## config.mk

```make
export PLATFORM = sky130hd
export DESIGN_NAME = div_seq_responder
export DESIGN_NICKNAME = d
export VERILOG_FILES = /design/src/rtl/div_seq_responder_pkg.sv /design/src/rtl/div_seq_responder_abs_neg.sv /design/src/rtl/div_seq_responder.sv
export SDC_FILE = /design/constraint.sdc
export NUM_CORES = 1
export LEC_CHECK = 0
export CELL_PAD_IN_SITES_DETAIL_PLACEMENT = 0
export CELL_PAD_IN_SITES_GLOBAL_PLACEMENT = 1
export CORE_MARGIN = 5
export CORE_UTILIZATION = 35
export DETAILED_ROUTE_END_ITERATION = 10
export HOLD_SLACK_MARGIN = 0.02
export PLACE_DENSITY = 0.7
export SLEW_MARGIN = 20
export SYNTH_ARGS = -nofsm -noshare
export SYNTH_HDL_FRONTEND = slang
export SYNTH_HIERARCHICAL = 1
export SYNTH_SLANG_ARGS = --single-unit
```

## constraint.sdc

```tcl
create_clock -name clk -period 2.8 [get_ports clk]
set_input_delay 0.56 -clock clk [delete_from_list [all_inputs] [get_ports clk]]
set_output_delay 0.56 -clock clk [all_outputs]
set_load 0.1 [all_outputs]
```

## src/rtl/div_seq_responder_pkg.sv

```systemverilog
// Shared definitions for the sequential signed divider: FSM encodings and default width.
package div_seq_responder_pkg;

    localparam int unsigned DIV_WIDTH = 32;

    typedef enum logic [1:0] {
        DIV_IDLE = 2'd0,
        DIV_RUN  = 2'd1,
        DIV_FIX  = 2'd2,
        DIV_DONE = 2'd3
    } div_state_e;

endpackage

```

## src/rtl/div_seq_responder_abs_neg.sv

```systemverilog
// Conditional two's-complement negate, used for operand magnitudes and result sign fix-up.
module div_seq_responder_abs_neg #(
    parameter int unsigned WIDTH = 32
) (
    input  logic [WIDTH-1:0] a,
    input  logic             neg,
    output logic [WIDTH-1:0] y_c
);

    always_comb begin
        y_c = neg ? (~a + WIDTH'(1)) : a;
    end

endmodule

```

## src/rtl/div_seq_responder.sv

```systemverilog
// Sequential signed restoring divider answering the control unit's start/done handshake.
module div_seq_responder
    import div_seq_responder_pkg::*;
#(
    parameter int unsigned WIDTH = DIV_WIDTH
) (
    input  logic             clk,
    input  logic             reset,
    input  logic             start,
    input  logic [WIDTH-1:0] dividend,
    input  logic [WIDTH-1:0] divisor,
    output logic             busy,
    output logic             done,
    output logic             div_zero,
    output logic [WIDTH-1:0] hi_out,
    output logic [WIDTH-1:0] lo_out
);

    localparam int unsigned CNT_W = $clog2(WIDTH);

    div_state_e       state_q, state_d;
    logic [WIDTH-1:0] rem_q, rem_d;
    logic [WIDTH-1:0] quo_q, quo_d;
    logic [WIDTH-1:0] dvs_q, dvs_d;
    logic [CNT_W-1:0] cnt_q, cnt_d;
    logic             sgn_quo_q, sgn_quo_d;
    logic             sgn_rem_q, sgn_rem_d;
    logic             busy_q, busy_d;
    logic             done_q, done_d;
    logic             div_zero_q, div_zero_d;
    logic [WIDTH-1:0] hi_q, hi_d;
    logic [WIDTH-1:0] lo_q, lo_d;

    logic [WIDTH-1:0] dvd_abs, dvs_abs, quo_fix, rem_fix;
    logic [WIDTH:0]   trial;

    div_seq_responder_abs_neg #(.WIDTH(WIDTH)) u_abs_dvd (
        .a(dividend), .neg(dividend[WIDTH-1]), .y_c(dvd_abs)
    );
    div_seq_responder_abs_neg #(.WIDTH(WIDTH)) u_abs_dvs (
        .a(divisor), .neg(divisor[WIDTH-1]), .y_c(dvs_abs)
    );
    div_seq_responder_abs_neg #(.WIDTH(WIDTH)) u_fix_quo (
        .a(quo_q), .neg(sgn_quo_q), .y_c(quo_fix)
    );
    div_seq_responder_abs_neg #(.WIDTH(WIDTH)) u_fix_rem (
        .a(rem_q), .neg(sgn_rem_q), .y_c(rem_fix)
    );

    // State and datapath registers
    always_ff @(posedge clk or negedge reset) begin
        if (!reset) begin
            state_q    <= DIV_IDLE;
            rem_q      <= '0;
            quo_q      <= '0;
            dvs_q      <= '0;
            cnt_q      <= '0;
            sgn_quo_q  <= 1'b0;
            sgn_rem_q  <= 1'b0;
            busy_q     <= 1'b0;
            done_q     <= 1'b0;
            div_zero_q <= 1'b0;
            hi_q       <= '0;
            lo_q       <= '0;
        end else begin
            state_q    <= state_d;
            rem_q      <= rem_d;
            quo_q      <= quo_d;
            dvs_q      <= dvs_d;
            cnt_q      <= cnt_d;
            sgn_quo_q  <= sgn_quo_d;
            sgn_rem_q  <= sgn_rem_d;
            busy_q     <= busy_d;
            done_q     <= done_d;
            div_zero_q <= div_zero_d;
            hi_q       <= hi_d;
            lo_q       <= lo_d;
        end
    end

    // Next-state and datapath update
    always_comb begin
        state_d    = state_q;
        rem_d      = rem_q;
        quo_d      = quo_q;
        dvs_d      = dvs_q;
        cnt_d      = cnt_q;
        sgn_quo_d  = sgn_quo_q;
        sgn_rem_d  = sgn_rem_q;
        busy_d     = busy_q;
        done_d     = done_q;
        div_zero_d = div_zero_q;
        hi_d       = hi_q;
        lo_d       = lo_q;

        // rem stays below dvs <= 2^(W-1), so its MSB is always clear before the shift
        trial = {1'b0, rem_q[WIDTH-2:0], quo_q[WIDTH-1]} - {1'b0, dvs_q};

        case (state_q)
            DIV_IDLE: begin
                if (start) begin
                    busy_d     = 1'b1;
                    div_zero_d = 1'b0;
                    quo_d      = dvd_abs;
                    dvs_d      = dvs_abs;
                    sgn_quo_d  = dividend[WIDTH-1] ^ divisor[WIDTH-1];
                    sgn_rem_d  = dividend[WIDTH-1];
                    rem_d      = '0;
                    cnt_d      = CNT_W'(WIDTH - 1);
                    if (divisor == '0) begin
                        // Zero divisor skips the iterations; FIX raises done without touching results
                        div_zero_d = 1'b1;
                        state_d    = DIV_FIX;
                    end else begin
                        state_d    = DIV_RUN;
                    end
                end
            end
            DIV_RUN: begin
                if (!trial[WIDTH]) begin
                    rem_d = trial[WIDTH-1:0];
                    quo_d = {quo_q[WIDTH-2:0], 1'b1};
                end else begin
                    rem_d = {rem_q[WIDTH-2:0], quo_q[WIDTH-1]};
                    quo_d = {quo_q[WIDTH-2:0], 1'b0};
                end
                cnt_d = cnt_q - CNT_W'(1);
                if (cnt_q == '0) begin
                    state_d = DIV_FIX;
                end
            end
            DIV_FIX: begin
                if (!div_zero_q) begin
                    lo_d = quo_fix;
                    hi_d = rem_fix;
                end
                done_d  = 1'b1;
                state_d = DIV_DONE;
            end
            DIV_DONE: begin
                done_d  = 1'b0;
                busy_d  = 1'b0;
                state_d = DIV_IDLE;
            end
            default: begin
                state_d = DIV_IDLE;
            end
        endcase
    end

    assign busy     = busy_q;
    assign done     = done_q;
    assign div_zero = div_zero_q;
    assign hi_out   = hi_q;
    assign lo_out   = lo_q;

endmodule

```

==> results of run 1 <==
==> synth_stat cells, types with 13 or more instances <==
cell type	n
o41ai_1	21
o41ai_2	16
inv_1	53
nor4_4	16
xor2_1	13
a21oi_1	48
mux2_2	97
nand2_1	112
xnor2_1	138
o21ai_0	64
nand4_1	18
o31ai_1	33
mux2i_1	39
dfrtp_1	172
nor2_1	23
ha_1	42
clkbuf_1	34
o22ai_1	41
nand2b_1	20
nor4_1	17
nand3_1	14
a21o_1	19
o21ai_1	29
==> worst paths after layout <==
check / startpoint / end / slack, ns / cells past startpoint
min: reset / lo_out[7] / 0.06 / 1
max in group asynchronous: reset / quo_q[14] / 1.95 / 2
min in group clk: dvs_q[14] / dvs_q[14] / 0.50 / 1
max reg2reg: dvs_q[0] / rem_q[11] / -0.08 / 13
max: dvs_q[0] / rem_q[11] / -0.08 / 13
min reg2reg: dvs_q[14] / dvs_q[14] / 0.50 / 1
==> sequential cells by signal, indices dropped and copies added, names as in the netlist <==
register,cells
hi_out,32
rem_q,32
div_zero,1
cnt_q,5
done,1
busy,1
lo_out,32
sgn_quo_q,1
state_q,2
dvs_q,32
quo_q,32
sgn_rem_q,1
==> where the power goes <==
group / leakage, nW / switching [W] / total [W] / internal [W]
sequential: 2.10 / 0.000928 / 0.00440 / 0.00347
clock: 0.310 / 0.00111 / 0.00265 / 0.00154
combinational: 4.20 / 0.00720 / 0.0116 / 0.00441
==> metrics by stage <==
| stage | setup WS [ns] | cell area (µm²) |
|---|---|---|
| floorplan | -0.00611 | 12000 |
| global route | -0.197 | 15600 |
| finish | -0.0832 | 15600 |
| detailed placement | -0.252 | 14700 |
| CTS | -0.148 | 15400 |
| global placement | -0.166 | 14700 |
==> layer usage <==
layer | part of all wire (%) | track usage [%] | up-vias
met3 | 3.8 | 2.76 | 35
met2 | 44 | 26.5 | 203
met4 | 1.5 | 4.22 | 0
met1 | 51 | 26.3 | 4977
met5 | 0 | 0 | -
li1 | - | - | 4963
==> kinds of logic after synthesis <==
group,share of synthesized area (%)
AO/OA/AOI/OAI,18.1
XOR/XNOR,11.0
multiplexers,12.4
flip-flops,35.9
buffers and inverters,3.88
AND/OR/NAND/NOR,14.3
adder cells (fa/ha/maj),4.54
==> worst max-delay path: cells and delay by family, from the launching register on <==
kind | cells | cell delay, ns
and+or+nand+nor | 2 | 0.22
adders and majority gates | 2 | 0.53
AOI/OAI and AO/OA | 6 | 1.00
buffers and inverters | 2 | 0.37
DFF | 1 | 0.41
muxes | 1 | 0.22
==> cell type report <==
type	count	area [µm²]
Sequential cell	172	4300
Fill cell	3226	18100
Multi-Input combinational cell	927	7430
Inverter	53	199
Tap cell	448	561
Clock inverter	14	204
Clock buffer	18	439
Timing Repair Buffer	293	2500
==> timing repair <==
item                                    in CTS  in global routing
endpoints found under the setup margin      33                 33
buffers inserted                             2                  5
hold endpoints to repair                     0                  0
gates resized for setup                     10                 36
hold buffers                                 0                  0
cloned                                       1                  3
pin swaps                                    3                 14
==> PnR_summary.wiki, run 1 <==
{| class="wikitable"
! Metric !! Value
|-
| Layout Area Growth over Synthesis || 30.3%
|-
| Share of the clock period used by the worst path after layout || 103%
|-
| Number of synthesized flops with an enable pin || 0
|-
| DP HPWL || about 26 mm
|-
| Run status || finished, violations left
|-
| Die Y || around 200 µm
|-
| Violations in the final reports || setup timing
|-
| Floorplan die area || 0.0381 mm²
|-
| Number of clock buffers inserted by TritonCTS || 17
|-
| Share of flip-flops with an asynchronous set or reset || 100%
|-
| Total routing usage reported by global routing || around 18%
|-
| Mapped cell area || between 0.01 and 0.015 mm²
|-
| Final setup vio count || 23
|-
| Yosys cell types || 63
|-
| Worst-path fanout max || 7
|-
| Shortest period the worst path allows || 2.88 ns
|-
| Final Hold Fails || 0
|-
| Critical path endpoint category || register
|-
| First-pass GRT wire length || ~55 mm
|-
| Start-to-end type of the worst setup path || register to register
|-
| Number of nets in the synthesized netlist || ~1,300
|-
| Residual DRC || 0
|-
| Crit-path max cell delay || about 0.41 ns
|-
| Standard-cell rows || 67
|-
| Placeable core region || 0.0337 mm²
|-
| Cell seen most often among critical-path stages || a31oi_4
|-
| Post-detailed-route count of antenna-violating nets || 0
|-
| Req. time, crit path || about 3.1 ns
|-
| Leak || around 6.6 nW
|-
| Ordered cell list for the critical path || ha_4, fa_2, nor2b_4, o2111ai_4, a31oi_4, nor2_4, o21ai_4, a31oi_4, o41ai_4, buf_6, buf_12, mux2i_2, o21ai_1
|-
| Mean instance size in the synthesized netlist || between 9 and 10 µm²
|-
| Accumulated negative setup slack || -0.769 ns
|-
| Final hold slack || 0.0646 ns
|-
| Largest area contributor in the synthesized netlist || dfrtp_1
|-
| Hold Path Class || primary input to asynchronous set/reset pin
|-
| Per-cell via count in the routed design || ~5.3
|-
| Layout Utilization || a little under half
|-
| DRT iter0 DRCs || 580
|-
| Largest cells by area after synthesis || dfrtp_1 36%, xnor2_1 10%, mux2_2 9.1%
|-
| Congestion Overflow GR || 0
|-
| Starting density of the core || ~36%
|-
| CTS sink count || about 170
|-
| Total of buffers placed on input and output ports || 133
|-
| Inst Count DP || between 1,500 and 2,000
|-
| Slowest-stage cell, CP || dfrtp_1
|-
| Commonest cells after routing, fill and taps aside || 214 x buf_4, 172 x dfrtp_1, 138 x xnor2_1
|-
| Number of placed I/O pins || between 100 and 150
|-
| Buffer type at the clock tree root || clkbuf_16
|-
| Syn Inst Count || around 1,200
|-
| Post-synthesis sequential area ratio || 35.9%
|-
| Number of max-slew violations in the final report || 0
|-
| CTS H-tree lvls || 4
|-
| Final nets || roughly 1,600
|-
| Per-cell routed wire length || roughly 17 µm
|-
| Commonest non-fill, non-tap cell in the layout || buf_4
|-
| Register clock-pin slew on the reported worst setup and hold paths || 0.07 ns
|-
| Number of non-filler instances in the completed layout || approximately 1,900
|-
| Clock tree skew after final layout || between 0.01 and 0.015 ns
|-
| Weighted congestion reported at the end of routability-driven placement || ~0.91
|-
| Dominant register cell in the synthesized netlist || dfrtp_1
|-
| Maximum number of pins on one net before global-route repair || between 60 and 70
|-
| Total power of the final layout || 0.0187 W
|-
| Antenna violations before repair || 0
|-
| Diodes inserted || 0
|-
| Width of the die || a little under 200 µm
|-
| Max-slew headroom at the worst pin || approximately 34%
|-
| Number of buffers between clock root and the deepest sink || 2
|-
| Synth top area share || 35.9%
|-
| RSZ-0062 raised after global routing || true
|-
| Maximum resistive drop on vdd || 1.34 mV
|-
| Via count of the first global-routing pass || ~10,000
|-
| Clk Latency, worst-skew pair || about 0.44 ns
|-
| Transition time at the pin with the least slew margin || 0.993 ns
|-
| Drt first pass iters || 5
|-
| Warnings from Yosys || 6
|-
| PwrDens || about 1200 mW/mm²
|-
| Crit path arrival time || 3.20 ns
|-
| Fraction of final layout cells sized beyond drive strength 1 || about 30%
|-
| Achievable frequency || 347 MHz
|-
| TritonCTS clock tree || yes
|-
| Setup ws final || -0.0832 ns
|-
| Routed vias || ~10,000
|-
| Nature of the critical path startpoint || register
|-
| Max capacitance violation total || 0
|-
| FF+latch count, synth || between 150 and 200
|-
| Routed WL || 33.6 mm
|}
Note: power is estimated with default switching activity, not from simulation.
==> inputs of run 2 (changes only) <==
--- a/config.mk
+++ b/config.mk
@@ -12,7 +12,7 @@
 export DETAILED_ROUTE_END_ITERATION = 10
 export HOLD_SLACK_MARGIN = 0.02
 export PLACE_DENSITY = 0.7
-export SLEW_MARGIN = 20
+export SLEW_MARGIN = 5
 export SYNTH_ARGS = -nofsm -noshare
 export SYNTH_HDL_FRONTEND = slang
 export SYNTH_HIERARCHICAL = 1
==> results of run 2 <==
No change in the layout: final DEF, timing and power equal those of run 1.
